`config.mk`:
```
export PLATFORM = sky130hd
export DESIGN_NAME = uart_rx_byte
export DESIGN_NICKNAME = d
export VERILOG_FILES = /design/src/rtl/uart_rx_byte.sv
export SDC_FILE = /design/constraint.sdc
export NUM_CORES = 1
export LEC_CHECK = 0
export ABC_AREA = 1
export CAP_MARGIN = 40
export CORE_MARGIN = 3
export CORE_UTILIZATION = 60
export CTS_CLUSTER_SIZE = 16
export DETAILED_ROUTE_END_ITERATION = 12
export GPL_TIMING_DRIVEN = 0
export HOLD_SLACK_MARGIN = 0.15
export PLACE_DENSITY = 0.89
export SLEW_MARGIN = 20
export SYNTH_ARGS = -nofsm -noshare
export SYNTH_HDL_FRONTEND = slang
export SYNTH_SLANG_ARGS = --single-unit
```
`constraint.sdc`:
```
create_clock -name clk -period 3.3 [get_ports clk]
set_clock_uncertainty 0.15 [all_clocks]
set_input_delay 0.66 -clock clk [delete_from_list [all_inputs] [get_ports clk]]
set_output_delay 0.66 -clock clk [all_outputs]
set_load 0.01 [all_outputs]
```
`src/rtl/uart_rx_byte.sv`:
```
// uart_rx_byte: 8N1 asynchronous serial receiver, LSB first.
// Synchronises the raw receive pin, recovers one byte per frame and holds it
// for the downstream command consumer, flagging framing errors and overruns.
//
// Handshake: rx_valid is a level that stays high while rx_data holds an
// unconsumed byte; a byte is consumed on any rising edge where
// rx_valid && rx_ready, and rx_valid drops on the following cycle. rx_ready is
// ignored while rx_valid is low. When a consume and a frame completion land on
// the same edge the consume is applied first, so the new byte is loaded,
// rx_valid stays high and no overrun is raised.
module uart_rx_byte #(
   parameter int CLKS_PER_BIT = 87
) (
   input  logic       clk,
   input  logic       rst_n,
   input  logic       uart_rxd,
   output logic [7:0] rx_data,
   output logic       rx_valid,
   input  logic       rx_ready,
   output logic       frame_err,
   output logic       overrun,
   output logic       busy
);

   // Half a bit period: the start bit is validated in its middle, which puts
   // every later sample one full bit period further on, near mid-bit.
   localparam int          HALF      = CLKS_PER_BIT / 2;
   localparam logic [15:0] HALF_LAST = 16'(HALF - 1);
   localparam logic [15:0] BIT_LAST  = 16'(CLKS_PER_BIT - 1);

   typedef enum logic [2:0] {
      S_IDLE,
      S_START,
      S_DATA,
      S_STOP,
      S_WAIT_HI
   } state_t;

   state_t      state;
   logic        rx_meta;
   logic        rx_s;
   logic [15:0] cnt;
   logic [2:0]  idx;
   logic [7:0]  sh;

   // Consume is resolved before frame completion on the same edge.
   logic consume;
   logic valid_after_consume;

   assign consume             = rx_valid & rx_ready;
   assign valid_after_consume = rx_valid & ~rx_ready;

   // Two-flop synchroniser for the asynchronous pin; idles high like the line.
   always_ff @(posedge clk or negedge rst_n) begin
      if (!rst_n) begin
         rx_meta <= 1'b1;
         rx_s    <= 1'b1;
      end else begin
         rx_meta <= uart_rxd;
         rx_s    <= rx_meta;
      end
   end

   // Frame FSM with the output byte, handshake and status flags.
   always_ff @(posedge clk or negedge rst_n) begin
      if (!rst_n) begin
         state     <= S_IDLE;
         cnt       <= 16'd0;
         idx       <= 3'd0;
         sh        <= 8'h00;
         rx_data   <= 8'h00;
         rx_valid  <= 1'b0;
         frame_err <= 1'b0;
         overrun   <= 1'b0;
         busy      <= 1'b0;
      end else begin
         frame_err <= 1'b0;

         if (consume) begin
            rx_valid <= 1'b0;
            overrun  <= 1'b0;
         end

         case (state)
            S_IDLE: begin
               if (!rx_s) begin
                  state <= S_START;
                  cnt   <= 16'd0;
                  busy  <= 1'b1;
               end
            end

            S_START: begin
               if (cnt == HALF_LAST) begin
                  cnt <= 16'd0;
                  if (!rx_s) begin
                     state <= S_DATA;
                     idx   <= 3'd0;
                  end else begin
                     // Line went back high before mid start bit: a glitch.
                     state <= S_IDLE;
                     busy  <= 1'b0;
                  end
               end else begin
                  cnt <= cnt + 16'd1;
               end
            end

            S_DATA: begin
               if (cnt == BIT_LAST) begin
                  cnt <= 16'd0;
                  sh  <= {rx_s, sh[7:1]};
                  if (idx == 3'd7) begin
                     state <= S_STOP;
                  end else begin
                     idx <= idx + 3'd1;
                  end
               end else begin
                  cnt <= cnt + 16'd1;
               end
            end

            S_STOP: begin
               if (cnt == BIT_LAST) begin
                  cnt <= 16'd0;
                  if (rx_s) begin
                     if (!valid_after_consume) begin
                        rx_data  <= sh;
                        rx_valid <= 1'b1;
                     end else begin
                        // Previous byte still pending: drop the new one.
                        overrun <= 1'b1;
                     end
                     state <= S_IDLE;
                     busy  <= 1'b0;
                  end else begin
                     frame_err <= 1'b1;
                     state     <= S_WAIT_HI;
                  end
               end else begin
                  cnt <= cnt + 16'd1;
               end
            end

            S_WAIT_HI: begin
               // A held-low line (break) must not decode as repeated 0x00.
               if (rx_s) begin
                  state <= S_IDLE;
                  busy  <= 1'b0;
               end
            end

            default: begin
               state <= S_IDLE;
               busy  <= 1'b0;
            end
         endcase
      end
   end

endmodule

```
==> metrics.md <==
| Metric | Value |
|---|---|
| Status | `finished clean` |
| Leak Pwr | `1.30 nW` |
| Switch share | `0.362` |
| Synthesized instance count | `304` |
| First-pass GRT wire length | `8.43 mm` |
| Syn Area/Cell | `7.79 sq um` |
| Crit start category | `register` |
| Clk_lat worst skew | `300 ps` |
| Synth cell types | `27` |
| Max Clock Freq | `0.487 GHz` |
| Cell internal pwr | `0.954 mW` |
| Crit path kind | `register to output port` |
| Final setup vio count | `0` |
| Worst Setup End Kind | `output port` |
| CTS buffer count | `5` |
| Cell Area, Synth | `2370 sq um` |
| Worst reg2reg startpoint | `cnt[0]$_DFFE_PN0P_` |
| Clock slew at reported path FFs | `90 ps` |
| Slew @ Worst Pin | `473 ps` |
| Grt met2 use | `0.385` |
| Maximum VDD drop | `310 uV` |
| Layout filler cell count | `295` |
| Post-synth top flop | `dfrtp_1` |
| Slew HR | `0.683` |
| Worst Path Arrival | `1250 ps` |
| Number of synthesized flops with an enable pin | `0` |
| Crit-path max FO | `4` |
| Switching power | `0.541 mW` |
| Data required time of the critical path | `2490 ps` |
| CP delay by family, top | `buffers and inverters` |
| Post_cts resized | `0` |
| Fraction of synthesis flops using an asynchronous set or reset pin | `1.00` |
| Most Used Layer, Global Route | `met2` |
| Syn. warnings | `0` |
| Crit path from | `rx_valid$_DFF_PN0_` |
| CTS tree | `built` |
| Post-route ant nets | `0` |
| Postcts setup bufs | `0` |
| GRT overflow | `0` |
| H-tree depth | `2` |
| Top cells by area, synth | `dfrtp_1, nand2_1, inv_1` |
| Final slew viol count | `0` |
| Share of post-route cells with drive strength above 1 | `0.131` |
| Grt met1 use | `0.312` |
| Pwr dens | `549 nW/um^2` |
| CTS root buffer | `clkbuf_8` |
| DPL Wire Length | `3.59 mm` |
| Slowest CP cell | `clkdlybuf4s50_1` |
| DRC Markers | `0` |
| Top cell type's share of synthesized area | `0.444` |
| Area delta synth->final | `15.1%` |
| Drt initial violations | `242` |
| Hold Path Class | `register to register` |
| Clock share of power | `0.292` |
| Final setup TNS | `0 ps` |
| CP cell instances | `clkdlybuf4s50_1` |
| Vias in the first global route | `1919` |
| Post-route minimum period | `2060 ps` |
| Syn nets | `312` |
| Post-Route WL | `4.87 mm` |
| Clk sink count | `44` |
| Period utilization | `0.623` |
| Via count | `2009` |
| Max cap viols | `0` |
| Die Footprint | `4740 sq um` |
| Die Ht | `68.8 microns` |
| Most frequent cells after synthesis | `nand2_1, dfrtp_1, inv_1` |
| Buffers on Ports | `15` |
| Synth area leader | `dfrtp_1` |
| Sequential fraction of the synthesis area | `0.466` |
| Initial Util | `0.633` |
| Die W | `68.8 microns` |
| Largest net degree at the start of global routing | `31` |
| ANT cells | `0` |
| Wirelength per Cell | `12.9 microns` |
| Core box area | `3740 sq um` |
| GRT Total Usage | `0.238` |
| Vias per cell | `5.33` |
| Yosys reg bits | `44` |
| Cell with the most instances after synthesis | `nand2_1` |
| GR Layer Usage met3 | `0.0551` |
| Fin. Hold Viols | `0` |
| Detailed Routing Iterations Pass 1 | `4` |
| Row Count | `22` |
| IO Pins | `16` |
| Final nets | `336` |
| RSZ-0062 raised after global routing | `no` |
| WP buf/inv | `1` |
| Logic pwr share | `0.291` |
| RePlAce Congestion | `0.904` |
| Hold wc startpoint | `rx_meta$_DFF_PN1_` |
| Final hold slack | `210 ps` |
| Antenna violations before repair | `0` |
| Worst path max stage delay | `550 ps` |
| Max clock buf depth | `2` |
| Flop pwr share | `0.418` |
==> registers in the layout (all words and copies together) (netlist names) <==
signal,flops
busy,1
cnt,16
frame_err,1
idx,3
overrun,1
rx_data,8
rx_meta,1
rx_s,1
rx_valid,1
sh,8
state,3
==> worst reg2reg max path, delay by kind of cell, from the launching register on <==
family / cells / cell delay [ps]
fa+ha+maj: 1 / 190
buf+inv: 2 / 160
flops: 1 / 420
simple gates: 8 / 940
==> cells in the final DEF, fill, tap and decap left out, types with 2 or more instances in the layout <==
cell,count
xor2_1,3
nor3_1,4
nor2_4,5
dfstp_2,2
buf_2,3
o21ai_2,8
nand4_1,7
o21ai_1,2
dfrtp_1,42
nand3_1,21
buf_6,2
nand2_2,6
clkdlybuf4s50_1,14
ha_1,4
o21ai_0,17
clkbuf_8,6
o211ai_1,3
inv_2,3
nand2_1,92
nor2_1,36
inv_1,37
==> power groups by stage <==
stage	clock network [mW]	registers (mW)	logic (mW)
2_1_floorplan	0	0.627	0.312
3_3_place_gp	0	0.630	0.409
3_5_place_dp	0	0.635	0.427
4_1_cts	0.443	0.624	0.433
5_1_grt	0.471	0.631	0.494
6_report	0.436	0.624	0.435
==> per-stage QoR <==
stage | power [mW] | setup WS, ps | cell area (sq um) | util | cells
global placement | 1.04 | 300 | 2580 | 0.689 | 367
finish | 1.49 | 1240 | 2730 | 0.728 | 377
CTS | 1.50 | 1240 | 2730 | 0.728 | 377
detailed placement | 1.06 | 1270 | 2590 | 0.693 | 368
floorplan | 0.939 | 1620 | 2370 | - | 304
global route | 1.60 | 1170 | 2730 | 0.728 | 377
==> kinds of logic after synthesis <==
kind of cell / after synthesis / share of synthesized area
fa+ha+maj: 4 / 0.0211
simple gates: 177 / 0.339
buf+inv: 44 / 0.0771
xor+xnor: 4 / 0.0148
flops: 44 / 0.466
compound gates: 31 / 0.0824
==> routing by layer <==
layer	share of wire	routed length [microns]
met1	0.45	2210
met2	0.48	2350
met3	0.047	227
met4	0.017	85
met5	0	0
==> worst paths after layout <==
check	to	cells past startpoint	slack, ps
worst max-delay path	rx_valid	1	1240
worst min-delay path	rx_s$_DFF_PN1_	0	210
worst max register to register	cnt[6]$_DFFE_PN0P_	11	1340
worst min register to register	rx_s$_DFF_PN1_	0	210
max in group asynchronous	rx_meta$_DFF_PN1_	3	1810
min in group asynchronous	state[1]$_DFFE_PN0P_	2	640
==> what timing repair did <==
| item | in CTS | in global routing |
|---|---|---|
| hold buffers | 1 | 0 |
| hold endpoints to repair | 14 | 0 |
| endpoints found under the setup margin | 0 | 0 |
==> cell type report <==
| type | instances | area, sq um | share of cell area |
|---|---|---|---|
| flip-flops and latches | 44 | 1100 | 0.405 |
| multi-input cells | 216 | 1080 | 0.397 |
| repair buffers | 17 | 175 | 0.0643 |
| inverters | 40 | 150 | 0.0551 |
| clock buffers | 6 | 82.6 | 0.0303 |
| well taps | 48 | 60.1 | 0.0220 |
| clock inverters | 2 | 38.8 | 0.0142 |
| plain buffers | 4 | 32.5 | 0.0119 |
(Power assumes the default switching activity.)
==> patch (same flow settings) <==
Add an input register stage for `uart_rxd`; this delays it by one clock. The other inputs are not delayed to match.
--- a/src/rtl/uart_rx_byte.sv
+++ b/src/rtl/uart_rx_byte.sv
@@ -38,2 +38,8 @@
 
+   logic uart_rxd_q;
+
+   always_ff @(posedge clk) begin
+      uart_rxd_q <= uart_rxd;
+   end
+
    state_t      state;
@@ -58,3 +64,3 @@
       end else begin
-         rx_meta <= uart_rxd;
+         rx_meta <= uart_rxd_q;
          rx_s    <= rx_meta;
Function: changed (a bounded check fails within 4 cycles, from zero or initial values and one cycle with rst_n low).
==> patch against the original RTL <==
- maximum frequency down 0.21%
- area after synthesis is 0.85% higher
- sequential cell count rose by 1
- worst hold slack worse by 0.053 ns
- total power is 4.4% lower
- wire length down 3.4%
- die area is 0.77% higher
- design area fell by 0.14%
- worst setup slack worse by 0.0043 ns
- first-iteration DRC count shrank 28%
- critical endpoint unchanged
- largest cell class unchanged
- highest routed layer unchanged
==> patch: results (changes against the original RTL) <==
* Fin nets at 337 (was 336)
* Placed insts at 369 (was 368)
* Met3 wire length at 206 µm (was 227 µm)
* FF-to-FF setup slack at 1.40 ns (was 1.34 ns)
* Met1 Routed Length at 2200 µm (was 2210 µm)
* Gpl congestion at 0.898 (was 0.904)
* Top cells by area, synth: dfrtp_1, nand2_1, inv_1 (unchanged)
* Number of vias per cell at 5.22 (was 5.33)
* Hold Slack at 0.157 ns (was 0.210 ns)
* Met1 Usage GRT at 29.3% (was 31.2%)
* Hold Crit Endpoint: rx_meta$_DFF_PN1_ (was rx_s$_DFF_PN1_)
* Layout cells sized above 1 at 13.0% (was 13.1%)
* HPWL after detailed placement at 3440 µm (was 3590 µm)
* R2r endpoint: rx_data[6]$_DFFE_PN0P_ (was cnt[6]$_DFFE_PN0P_)
* Vias in the first global route at 1902 (was 1919)
* Leak at 1.30 nW (about the same)
* Adder-cell share of the synthesized area at 2.10% (was 2.11%)
* Total Routing Usage GR at 21.8% (was 23.8%)
* Synthesized instance count at 305 (was 304)
* Fin crit share at 62.4% (was 62.3%)
* DR vias at 1973 (was 2009)
* Outcome: finished clean (unchanged)
* Met3 Track Usage GR at 5.10% (was 5.51%)
* Register area share after synthesis at 47.0% (was 46.6%)
* Compound-Gate Fraction of Synth Area at 8.17% (was 8.24%)
* Largest net degree at the start of global routing at 32 (was 31)
* Hold path startpoint: uart_rxd_q$_DFF_P_ (was rx_meta$_DFF_PN1_)
* Wire length per cell at 12.4 µm (was 12.9 µm)
* Worst VDD drop at 354 µV (was 310 µV)
* Met2 Usage GRT at 33.3% (was 38.5%)
* XOR/XNOR share of the synthesized area at 1.47% (was 1.48%)
* Worst-Margin Slew at 0.478 ns (was 0.473 ns)
* FF-to-FF path depth at 12 (was 11)
* FFs w/ async S/R, synth at 97.8% (was 100%)
patch: cell count changes in the layout (fill, tap and decap cells not counted):
cell / before / now
inv_6: 0 / 2
bufinv_16: 1 / 0
clkbuf_8: 6 / 5
clkinv_4: 1 / 0
dfxtp_1: 0 / 1
inv_8: 0 / 1
patch: cell type report:
class                   instances  area, µm²
multi-input cells             216       1080
flip-flops and latches         45       1120
clock inverters                 3       28.8
fillers                       303       1020
inverters                      40        150
clock buffers                   5       68.8
well taps                      48       60.1
plain buffers                   4       32.5
repair buffers                 17        175
patch: timing repair:
action	CTS	global route
hold endpoints to repair	13	0
resized for setup	0	0
setup buffers	0	0
hold buffers	1	0
patch: kinds of logic after synthesis:
logic type / after synthesis
DFF: 45
buffers and inverters: 44
xor gates and xnor gates: 4
adders and majority gates: 4
and+or+nand+nor: 177
AOI/OAI and AO/OA: 31
patch: power by group:
group | switching, mW | total (mW) | internal [mW]
registers | 0.0460 | 0.636 | 0.590
clock network | 0.215 | 0.375 | 0.160
logic | 0.289 | 0.418 | 0.129
